<file path="config.mk">
export PLATFORM = sky130hd
export DESIGN_NAME = pipe_hazard_ctrl
export DESIGN_NICKNAME = d
export VERILOG_FILES = /design/src/rtl/riscv_pkg.sv /design/src/rtl/hz_scoreboard.sv /design/src/rtl/pipe_hazard_ctrl.sv
export SDC_FILE = /design/constraint.sdc
export NUM_CORES = 1
export LEC_CHECK = 0
export BUFFER_PORTS_ARGS = -buffer_cell sky130_fd_sc_hd__buf_4
export CAP_MARGIN = 15
export CORE_MARGIN = 2
export CORE_UTILIZATION = 36
export CTS_BUF_LIST = sky130_fd_sc_hd__clkbuf_8
export DETAILED_ROUTE_END_ITERATION = 8
export HOLD_SLACK_MARGIN = 0.05
export PLACE_DENSITY = 0.54
export SLEW_MARGIN = 20
export SYNTH_ARGS = -nofsm -noshare
export SYNTH_HDL_FRONTEND = slang
export SYNTH_SLANG_ARGS = --single-unit
export TNS_END_PERCENT = 30
</file>
<file path="constraint.sdc">
create_clock -name clk_i -period 4.3 [get_ports clk_i]
set_input_delay 0.215 -clock clk_i [delete_from_list [all_inputs] [get_ports clk_i]]
set_output_delay 0.215 -clock clk_i [all_outputs]
set_load 0.01 [all_outputs]
</file>
<file path="src/rtl/riscv_pkg.sv">
// Shared types for the RV32 pipeline hazard controller.
//   hz_state_e  : sequencing state (normal run / flush window)
//   REG_IDX_W   : architectural register index width
//   issue_req_t : bundle of the decode-stage issue fields
package riscv_pkg;

   localparam int unsigned REG_IDX_W = 5;

   typedef enum logic [0:0] {
      HZ_RUN,
      HZ_FLUSH
   } hz_state_e;

   typedef struct packed {
      logic                 valid;
      logic [REG_IDX_W-1:0] rs1_idx;
      logic [REG_IDX_W-1:0] rs2_idx;
      logic                 rs1_used;
      logic                 rs2_used;
      logic [REG_IDX_W-1:0] rd_addr;
      logic                 rd_wrt_ena;
   } issue_req_t;

endpackage

</file>
<file path="src/rtl/hz_scoreboard.sv">
// Per-register scoreboard of in-flight writers.
// Ports:
//   clk_i, rst_i          : clock, synchronous active-high reset
//   inc_i, inc_addr_i     : one more writer issued to inc_addr_i (caller excludes x0)
//   dec_i, dec_addr_i     : one writer retired from dec_addr_i (caller excludes x0)
//   rs1_idx_i, rs2_idx_i  : source lookups
//   rd_idx_i              : destination lookup
//   rs1_busy_o, rs2_busy_o: source still has an unretired writer after same-cycle WB
//   rd_full_o             : destination already has MAX_INFLIGHT writers and none retire now
module hz_scoreboard
   import riscv_pkg::*;
#(
   parameter int unsigned NREG         = 32,
   parameter int unsigned MAX_INFLIGHT = 3
) (
   input  logic                 clk_i,
   input  logic                 rst_i,
   input  logic                 inc_i,
   input  logic [REG_IDX_W-1:0] inc_addr_i,
   input  logic                 dec_i,
   input  logic [REG_IDX_W-1:0] dec_addr_i,
   input  logic [REG_IDX_W-1:0] rs1_idx_i,
   input  logic [REG_IDX_W-1:0] rs2_idx_i,
   input  logic [REG_IDX_W-1:0] rd_idx_i,
   output logic                 rs1_busy_o,
   output logic                 rs2_busy_o,
   output logic                 rd_full_o
);

   localparam int unsigned PW = $clog2(MAX_INFLIGHT + 1);

   logic [PW-1:0]   r_pend [NREG];
   logic [NREG-1:0] w_inc_vec;
   logic [NREG-1:0] w_dec_vec;
   logic            w_dec_rs1;
   logic            w_dec_rs2;
   logic            w_dec_rd;

   always_comb begin
      w_inc_vec = '0;
      w_dec_vec = '0;
      for (int r = 1; r < NREG; r++) begin
         w_inc_vec[r] = inc_i && (inc_addr_i == REG_IDX_W'(r));
         w_dec_vec[r] = dec_i && (dec_addr_i == REG_IDX_W'(r));
      end
   end

   always_ff @(posedge clk_i) begin
      if (rst_i) begin
         r_pend <= '{default: '0};
      end else begin
         for (int r = 1; r < NREG; r++) begin
            // Simultaneous issue and retire on one register cancel out.
            if (w_inc_vec[r] && !w_dec_vec[r]) begin
               if (r_pend[r] != PW'(MAX_INFLIGHT)) r_pend[r] <= r_pend[r] + PW'(1);
            end else if (w_dec_vec[r] && !w_inc_vec[r]) begin
               if (r_pend[r] != '0) r_pend[r] <= r_pend[r] - PW'(1);
            end
         end
      end
   end

   assign w_dec_rs1 = dec_i && (dec_addr_i == rs1_idx_i);
   assign w_dec_rs2 = dec_i && (dec_addr_i == rs2_idx_i);
   assign w_dec_rd  = dec_i && (dec_addr_i == rd_idx_i);

   // The register file writes on negedge, so a same-cycle retire already satisfies the
   // reader; "pend > dec" is pend - dec != 0 without underflowing on a stray retire.
   assign rs1_busy_o = r_pend[rs1_idx_i] > PW'(w_dec_rs1);
   assign rs2_busy_o = r_pend[rs2_idx_i] > PW'(w_dec_rs2);
   assign rd_full_o  = (r_pend[rd_idx_i] == PW'(MAX_INFLIGHT)) && !w_dec_rd;

   // Retiring a register with no recorded writer means the pipeline lost track of it.
   a_no_underflow: assert property (@(posedge clk_i) disable iff (rst_i)
      !(dec_i && (r_pend[dec_addr_i] == '0)));

endmodule

</file>
<file path="src/rtl/pipe_hazard_ctrl.sv">
// Interlock and sequencing controller for the in-order RV32 pipeline.
// Ports:
//   clk_i, rst_i           : clock, synchronous active-high reset
//   issue_*_i              : instruction currently held in decode
//   redirect_i             : EX resolved a taken control transfer this cycle
//   wb_valid_i, wb_addr_i  : writeback commit
//   stallD_o               : hold fetch PC / decode input, inject NOP downstream
//   flush_o                : squash fetch/decode contents
//   issue_accept_o         : decode instruction advances this cycle
//   stall_cnt_o            : count of stalled cycles (registered)
//   flush_cnt_o            : count of redirects (registered)
module pipe_hazard_ctrl
   import riscv_pkg::*;
#(
   parameter int unsigned NREG         = 32,
   parameter int unsigned MAX_INFLIGHT = 3,
   parameter int unsigned FLUSH_CYCLES = 2,
   parameter int unsigned CNT_W        = 32
) (
   input  logic                 clk_i,
   input  logic                 rst_i,
   input  logic                 issue_valid_i,
   input  logic [REG_IDX_W-1:0] issue_rs1_idx_i,
   input  logic [REG_IDX_W-1:0] issue_rs2_idx_i,
   input  logic                 issue_rs1_used_i,
   input  logic                 issue_rs2_used_i,
   input  logic [REG_IDX_W-1:0] issue_rd_addr_i,
   input  logic                 issue_rd_wrt_ena_i,
   input  logic                 redirect_i,
   input  logic                 wb_valid_i,
   input  logic [REG_IDX_W-1:0] wb_addr_i,
   output logic                 stallD_o,
   output logic                 flush_o,
   output logic                 issue_accept_o,
   output logic [CNT_W-1:0]     stall_cnt_o,
   output logic [CNT_W-1:0]     flush_cnt_o
);

   // Countdown holds the flush cycles still owed after the current one.
   localparam logic [3:0] CD_LOAD = 4'(FLUSH_CYCLES - 1);

   issue_req_t  w_issue;
   hz_state_e   r_state;
   logic [3:0]  r_cd;
   logic [CNT_W-1:0] r_stall_cnt;
   logic [CNT_W-1:0] r_flush_cnt;

   logic w_rs1_busy;
   logic w_rs2_busy;
   logic w_rd_full;
   logic w_raw;
   logic w_full;
   logic w_flush;
   logic w_stall;
   logic w_accept;
   logic w_inc;
   logic w_dec;

   assign w_issue = '{
      valid:      issue_valid_i,
      rs1_idx:    issue_rs1_idx_i,
      rs2_idx:    issue_rs2_idx_i,
      rs1_used:   issue_rs1_used_i,
      rs2_used:   issue_rs2_used_i,
      rd_addr:    issue_rd_addr_i,
      rd_wrt_ena: issue_rd_wrt_ena_i
   };

   assign w_inc = w_accept && w_issue.rd_wrt_ena && (w_issue.rd_addr != '0);
   assign w_dec = wb_valid_i && (wb_addr_i != '0);

   hz_scoreboard #(
      .NREG         (NREG),
      .MAX_INFLIGHT (MAX_INFLIGHT)
   ) u_scoreboard (
      .clk_i      (clk_i),
      .rst_i      (rst_i),
      .inc_i      (w_inc),
      .inc_addr_i (w_issue.rd_addr),
      .dec_i      (w_dec),
      .dec_addr_i (wb_addr_i),
      .rs1_idx_i  (w_issue.rs1_idx),
      .rs2_idx_i  (w_issue.rs2_idx),
      .rd_idx_i   (w_issue.rd_addr),
      .rs1_busy_o (w_rs1_busy),
      .rs2_busy_o (w_rs2_busy),
      .rd_full_o  (w_rd_full)
   );

   assign w_raw = (w_issue.rs1_used && (w_issue.rs1_idx != '0) && w_rs1_busy) ||
                  (w_issue.rs2_used && (w_issue.rs2_idx != '0) && w_rs2_busy);
   assign w_full = w_issue.rd_wrt_ena && (w_issue.rd_addr != '0) && w_rd_full;

   // Flush wins over stall: anything in decode is younger than the redirect.
   assign w_flush  = !rst_i && (redirect_i || (r_state == HZ_FLUSH));
   assign w_stall  = !rst_i && w_issue.valid && (w_raw || w_full) && !w_flush;
   assign w_accept = !rst_i && w_issue.valid && !w_stall && !w_flush;

   assign flush_o        = w_flush;
   assign stallD_o       = w_stall;
   assign issue_accept_o = w_accept;
   assign stall_cnt_o    = r_stall_cnt;
   assign flush_cnt_o    = r_flush_cnt;

   always_ff @(posedge clk_i) begin
      if (rst_i) begin
         r_state     <= HZ_RUN;
         r_cd        <= '0;
         r_stall_cnt <= '0;
         r_flush_cnt <= '0;
      end else begin
         if (w_stall)    r_stall_cnt <= r_stall_cnt + CNT_W'(1);
         if (redirect_i) r_flush_cnt <= r_flush_cnt + CNT_W'(1);
         case (r_state)
            HZ_RUN: begin
               if (redirect_i && (FLUSH_CYCLES > 1)) begin
                  r_state <= HZ_FLUSH;
                  r_cd    <= CD_LOAD;
               end
            end
            HZ_FLUSH: begin
               if (redirect_i) begin
                  r_cd <= CD_LOAD;
               end else if (r_cd <= 4'd1) begin
                  r_state <= HZ_RUN;
                  r_cd    <= '0;
               end else begin
                  r_cd <= r_cd - 4'd1;
               end
            end
            default: r_state <= HZ_RUN;
         endcase
      end
   end

endmodule

</file>
== Yosys cells after proc, flatten, opt, wreduce, memory -nomap -nowiden ==
Index checks and enable logic that the tools add are counted.
Operators by class
  $add $sub $neg: 65
  $mul: 0
  div/mod/pow operators: 0
  magnitude comparators: 6
  eq/ne operators: 129
  shifts and indexed selects: 0
  multiplexer cells: 141
  bitwise operators: 4
  reductions and logical operators: 340
Operators by type and width (number)
  two-way mux 2 bit: 130
  nonzero test 2 bit: 93
  == test 5 bit, second input constant: 32
  logical AND 1 bit: 143
  != test 2 bit, second input constant: 63
  AND reduction 3 bit: 31
  == test 5 x 4 -> 1 bit, second input constant: 16
  logical NOT 1 bit: 66
  adder 32 x 1 -> 32 bit, second input constant: 2
  adder 2 x 1 -> 2 bit, second input constant: 31
  subtractor 2 x 1 -> 2 bit, second input constant: 31
  == test 5 x 3 -> 1 bit, second input constant: 8
  binary-select mux 2 bit (select 5 bit): 3
  == test 5 x 2 -> 1 bit, second input constant: 4
  nonzero test 5 bit: 4
  greater-or-equal comparator 6 bit, second input constant: 3
  inverter 5 -> 6 bit: 3
  == test 5 bit: 3
  two-way mux 4 bit: 3
  == test 5 x 1 -> 1 bit, second input constant: 2
  one-hot mux 4 bit (2 select lines): 1
  greater-than comparator 2 x 1 -> 1 bit: 2
  less-or-equal comparator 4 x 1 -> 1 bit, second input constant: 1
  subtractor 4 x 1 -> 4 bit, second input constant: 1
  other kinds (5): 9
Storage, ports and cells
  register bits after elaboration: 131
  latch bits: 0
  RAM bits: 0
  memory bits (read-only): 0
  input bits: 28
  output and inout port bits: 67
  word-level logic and storage cells: 720
  memories kept: 0

== Logic depth before layout (Yosys ltp) ==
  word-level depth: 20
  depth in mapped cells: 20
  mapped depth without buffers: 14

== Cells and area by module ==
From an unflattened synthesis, not the netlist that was laid out.
Second synthesis, totals
  cell total of the unflattened synthesis: 1092
  area total of the unflattened synthesis: 8738.4 um^2
Modules (own cells, without submodules)
  hz_scoreboard: instances 1, cells each 697, area an instance 5291.3 um^2, sequential area each 1241.2 um^2
  pipe_hazard_ctrl: instances 1, cells each 395, area an instance 3447.1 um^2, sequential area each 1381.3 um^2

== Worst setup path before layout ==
OpenSTA, ideal clock, no wires.
  path kind: input -> register
  start point: in issue_rs2_idx_i[0]
  end point: reg u_scoreboard.r_pend[18] (netlist bit)
  library setup time: 134 ps
  data arrival time: 3986 ps
  data required time: 4166 ps
  path slack: 180 ps
  stages: 16
  buffers on the path: 4
  cell sequence: buf_2 buf_2 buf_1 mux4_2 o22ai_1 a21oi_1 o21ai_0 ha_1 o21ai_0 a221oi_2 a311oi_1 or3_4 buf_6 or3_1 mux2i_1 or4_1
Between the ends
  word-level cells in the longest chain between the ends: 20
  elaborated cells between the ends (all ways): 28
  classes of those cells: 1 x order compare; 2 x eq/ne; 4 x mux; 1 x bitwise; 20 x reduce/logical
Ends and longest elaborated chain
  from (decl): RTL line pipe_hazard_ctrl.sv:24  | input logic [REG_IDX_W-1:0] issue_rs2_idx_i,
  inverter 5 -> 6 bit (implied by the code): RTL line hz_scoreboard.sv:70  | assign rs2_busy_o = r_pend[rs2_idx_i] > PW'(w_dec_rs2);
  binary-select mux 2 bit (select 5 bit): RTL line hz_scoreboard.sv:70
  two-way mux 2 bit (implied by the code) (2 in series): RTL line hz_scoreboard.sv:70
  greater-than comparator 2 x 1 -> 1 bit: RTL line hz_scoreboard.sv:70
  logical AND 1 bit *: RTL line pipe_hazard_ctrl.sv:91  | (w_issue.rs2_used && (w_issue.rs2_idx != '0) && w_rs2_busy);
  logical OR 1 bit *: RTL line pipe_hazard_ctrl.sv:90  | assign w_raw = (w_issue.rs1_used && (w_issue.rs1_idx != '0) && w_rs1_busy) ||
  logical OR 1 bit *: RTL line pipe_hazard_ctrl.sv:96  | assign w_stall = !rst_i && w_issue.valid && (w_raw || w_full) && !w_flush;
  logical AND 1 bit * (2 in series): RTL line pipe_hazard_ctrl.sv:96
  logical NOT 1 bit *: RTL line pipe_hazard_ctrl.sv:97  | assign w_accept = !rst_i && w_issue.valid && !w_stall && !w_flush;
  logical AND 1 bit * (2 in series): RTL line pipe_hazard_ctrl.sv:97
  logical AND 1 bit * (2 in series): RTL line pipe_hazard_ctrl.sv:69  | assign w_inc = w_accept && w_issue.rd_wrt_ena && (w_issue.rd_addr != '0);
  logical AND 1 bit *: RTL line hz_scoreboard.sv:43  | w_inc_vec[r] = inc_i && (inc_addr_i == REG_IDX_W'(r));
  logical NOT 1 bit: RTL line hz_scoreboard.sv:56  | end else if (w_dec_vec[r] && !w_inc_vec[r]) begin
  logical AND 1 bit: RTL line hz_scoreboard.sv:56
  nonzero test 2 bit (no source line)
  AND reduction 3 bit (no source line)
  to (signal assigned): RTL line hz_scoreboard.sv:50  | r_pend <= '{default: '0};
  to (decl): RTL line hz_scoreboard.sv:32  | logic [PW-1:0] r_pend [NREG];
Every way passes the cells marked *; elsewhere a longest branch is shown, timed or not. The select of a mux whose other input is x is not followed.
A chain may end at the register's enable or synchronous reset.

== Worst setup path in the final report ==
  start point: reg u_scoreboard.r_pend[14] (netlist bit)
  end point: out stallD_o
Between the ends
  word-level cells in the longest chain between the ends: 9
  elaborated cells between the ends (all ways): 20
  classes of those cells: 2 x order compare; 1 x eq/ne; 9 x mux; 8 x reduce/logical
Ends and longest elaborated chain
  binary-select mux 2 bit (select 5 bit), on equally long branches: RTL line hz_scoreboard.sv:69, hz_scoreboard.sv:70, hz_scoreboard.sv:71
  two-way mux 2 bit, on equally long branches (2 in series): RTL line hz_scoreboard.sv:69, hz_scoreboard.sv:70, hz_scoreboard.sv:71
  greater-than comparator 2 x 1 -> 1 bit (tied with other cells): RTL line hz_scoreboard.sv:69  | assign rs1_busy_o = r_pend[rs1_idx_i] > PW'(w_dec_rs1);
  logical AND 1 bit, on equally long branches: RTL line pipe_hazard_ctrl.sv:90, pipe_hazard_ctrl.sv:91, hz_scoreboard.sv:71
  logical OR 1 bit or logical AND 1 bit (tied branches): RTL line pipe_hazard_ctrl.sv:90, pipe_hazard_ctrl.sv:92
  logical OR 1 bit *: RTL line pipe_hazard_ctrl.sv:96
  logical AND 1 bit * (2 in series): RTL line pipe_hazard_ctrl.sv:96
  to (decl): RTL line pipe_hazard_ctrl.sv:32  | output logic stallD_o,
Marks and branches as above.

==> impl_metrics.csv <==
group,metric,value,unit
power_and_ir_drop,power_density,252,nW/µm²
synth,synth_top_area_frac,0.271,
critical_path,startpoint_type,"register",
power_and_ir_drop,netSwitchingPower,0.879,mW
critical_path,arrival,3.84,ns
power_and_ir_drop,p_clk_frac,0.440,
global_routing,grt-ovfl-total,0,
layout,fillerInstances,2673,
die,ios,95,
power_and_ir_drop,p_sw_frac,0.312,
sta,finalCriticalPeriod,4.06,ns
die,start_util,0.369,
global_routing,antenna_found_initial,0,
power_and_ir_drop,ir_drop,0.000185,V
placement,gp_congestion,0.941,
synth,yosys_register_bits,131,
placement,portBuffers,94,
critical_path,crit_top_cell,"o21ai_0",
sta,max_slew_margin,0.356,
die,die_x,168,µm
clock_network,clockBufferDepth,2,
synth,synth_top_flop_cell,"dfxtp_1",
sta,skew,0.0185,ns
routing,wl,32300,µm
clock_network,clock_latency,0.47,ns
power_and_ir_drop,p_leak,3.69,nW
die,dieArea,28200,µm²
synth,syn_nets,1233,
die,core_area,26200,µm²
global_routing,grt_max_degree,78,
clock_network,clkSlewWorstSetupHoldPaths,0.10,ns
clock_network,numCtsBuffers,17,
outcome,status,"complete, no violations",
synth,netlist_instances,1199,
worst_hold_path,worstHoldPathType,"in -> reg",
global_routing,grt_pass1_vias,8711,
critical_path,critPathMaxStageDelay,0.50,ns
sta,slew_violations,0,
layout,layout-drive-gt1-share,0.194,
routing,avgRoutedWirePerCell,20.0,µm
routing,drc,0,
routing,routed_via_density,6.01,
layout,fin_area,11200,µm²
power_and_ir_drop,p_comb_frac,0.125,
placement,dpl_cell_area,10700,µm²
layout,finish.net_count,1303,
placement,dp_hpwl,23200,µm
routing,drtAntennaViolNets,0,
synth,synth_cell_types,71,
synth,synth_edf_count,0,
power_and_ir_drop,p_total,2.82,mW
sta,finalCritPeriodShare,0.943,
sta,tns,0,ns
clock_network,htreeDepth,4,
layout,syn2layout_area_growth,15.8,%
critical_path,required,4.09,ns
synth,yosys-top-cells-area,"dfxtp_1 27%, mux4_2 6.3%, nand2_1 4.7%, mux2i_1 4.5%, nor2_1 4.4%",
synth,syn_area,9660,µm²
clock_network,cts_sinks,131,
critical_path,rrSetupSlack,0.35,ns
clock_network,post_cts_buffers,0,
critical_path,path_cells,"inv_1, o21ai_0, a221o_1, o22ai_1, o21ai_0, o21ai_0, ha_1, o21ai_0, a221oi_2, a311oi_1, or3_4, o31ai_2, buf_4, inv_1, buf_4",
die,die_h,168,µm
synth,synth_top_area_cell,"dfxtp_1",
power_and_ir_drop,p_seq_frac,0.435,
sta,setup_viol,0,
die,rows,59,
sta,max_freq,246,MHz
synth,ys_warn_count,0,
synth,syn_avg_cell_area,8.06,µm²
clock_network,cts_root_buf,"clkbuf_8",
run,cap_violations,0,
synth,ys_async_sr_fraction,0,
global_routing,grt_pass1_wl,50900,µm
power_and_ir_drop,p_int,1.94,mW
routing,first_iter_violations,909,
critical_path,worstSetupPathType,"reg -> out",
layout,diodes,0,
critical_path,slowest_stage,"dfxtp_1",
routing,first_pass_iters,6,
global_routing,track_usage,0.229,
sta,max_slew.worst_pin.slew,0.964,ns
critical_path,cp_max_fo,15,
sta,finalHoldViolations,0,
routing,vias,9717,
synth,seq_area_frac_synth,0.271,
sta,rsz0062_at_grt,"no",
critical_path,end_kind,"output pin",
clock_network,cts_tree,"yes",
## worst paths after layout
kind | start | to | depth (start not counted)
max reg2reg | u_scoreboard.r_pend[14] | u_scoreboard.r_pend[18] | 14
min reg2reg | flush_cnt_o[18] | flush_cnt_o[18] | 2
max | u_scoreboard.r_pend[14] | stallD_o | 15
min | rst_i | u_scoreboard.r_pend[45] | 2
## through the flow
stage,utilization,hold slack (ns),worst slack [ns],std cells
after detailed placement,0.409,0.500,0.315,1584
after floorplan,-,0.474,0.180,1199
after global placement,0.409,0.482,0.401,1584
after global routing,0.427,0.180,0.0497,1617
after CTS,0.426,0.151,0.172,1617
final,0.427,0.168,0.243,1617
## routing by layer
metal  vias to the layer above  wire length, µm  share of wire  global-route usage
met5                         -                0              0                   0
met4                         0             1110          0.034              0.0817
met3                        62             2880          0.089              0.0642
met2                       407            14200           0.44               0.350
met1                      4632            14200           0.44               0.309
li1                       4616                -              -                   -
## kinds of logic after synthesis
family | after synthesis | synth area share
AND/OR/NAND/NOR | 565 | 0.329
adder cells (fa/ha/maj) | 6 | 0.00777
AO/OA/AOI/OAI | 267 | 0.179
multiplexers | 87 | 0.127
buffers and inverters | 95 | 0.0418
XOR/XNOR | 48 | 0.0435
flip-flops | 131 | 0.271
## flip-flops by register name, indices dropped and copies added, names as in the netlist
signal,count
flush_cnt_o,32
stall_cnt_o,32
r_state,1
r_cd,4
u_scoreboard.r_pend,62
## cell type report
| type | count | area [µm²] | share of cell area |
|---|---|---|---|
| multi-input cells | 973 | 6660 | 0.595 |
| repair buffers | 126 | 961 | 0.0859 |
| clock buffers | 17 | 234 | 0.0209 |
| clock inverters | 15 | 216 | 0.0194 |
| inverters | 20 | 75.1 | 0.00671 |
| well taps | 335 | 419 | 0.0375 |
| flip-flops and latches | 131 | 2620 | 0.234 |
## power by group through the flow
| stage | Combinational [mW] | Sequential (mW) | Clock, mW |
|---|---|---|---|
| after floorplan | 0.223 | 1.25 | 0 |
| after CTS | 0.346 | 1.23 | 1.27 |
| final | 0.351 | 1.23 | 1.24 |
| after detailed placement | 0.344 | 1.25 | 0 |
| after global routing | 0.376 | 1.23 | 1.32 |
| after global placement | 0.343 | 1.25 | 0 |
## cells in the final DEF (no fill, tap or decap), drive strengths merged, types with 17 or more instances in the layout
cell / n
and2: 24
dfxtp: 131
nor3: 30
nor2: 114
nor2b: 42
nand4: 26
nor4: 40
o31ai: 18
inv: 28
o21ai: 84
a21oi: 67
mux2: 17
xnor2: 28
or3: 33
buf: 125
mux2i: 43
nand3: 52
xor2: 20
clkbuf: 17
nand2: 120
mux4: 27
## cell usage after synthesis, types with 7 or more instances
master     instances
nor4_4            11
o211ai_1          16
mux4_2            27
xnor2_1           28
nor2b_1           42
nor2_1           114
dfxtp_1          131
nand4_1           26
and2_1            24
nor3_1            27
nand2_1          120
or3_1             32
or4_1             12
nand2b_1          12
o21ai_0           83
nor4_1            21
a21oi_1           67
o2111ai_1          9
nand3_1           52
buf_1             10
mux2_2            17
and3_1            16
a22o_1            11
clkbuf_1          43
or2_2             12
buf_2             17
mux2i_1           43
a31oi_1           10
inv_1             20
a221oi_1           7
xor2_1            20
nor4_2             8
o31ai_1           18
## repair_timing
action / CTS / global route
hold endpoints to repair: 3 / 0
resized for setup: 0 / 2
endpoints found under the setup margin: 0 / 2
hold buffers: 1 / 0
## worst max-delay path: cells and delay by family, from the launching register on
kind / cells / cell delay, ns
compound gates: 9 / 1.51
fa+ha+maj: 1 / 0.30
flops: 1 / 0.50
simple gates: 1 / 0.50
buf+inv: 4 / 0.57
(Power assumes the default switching activity.)
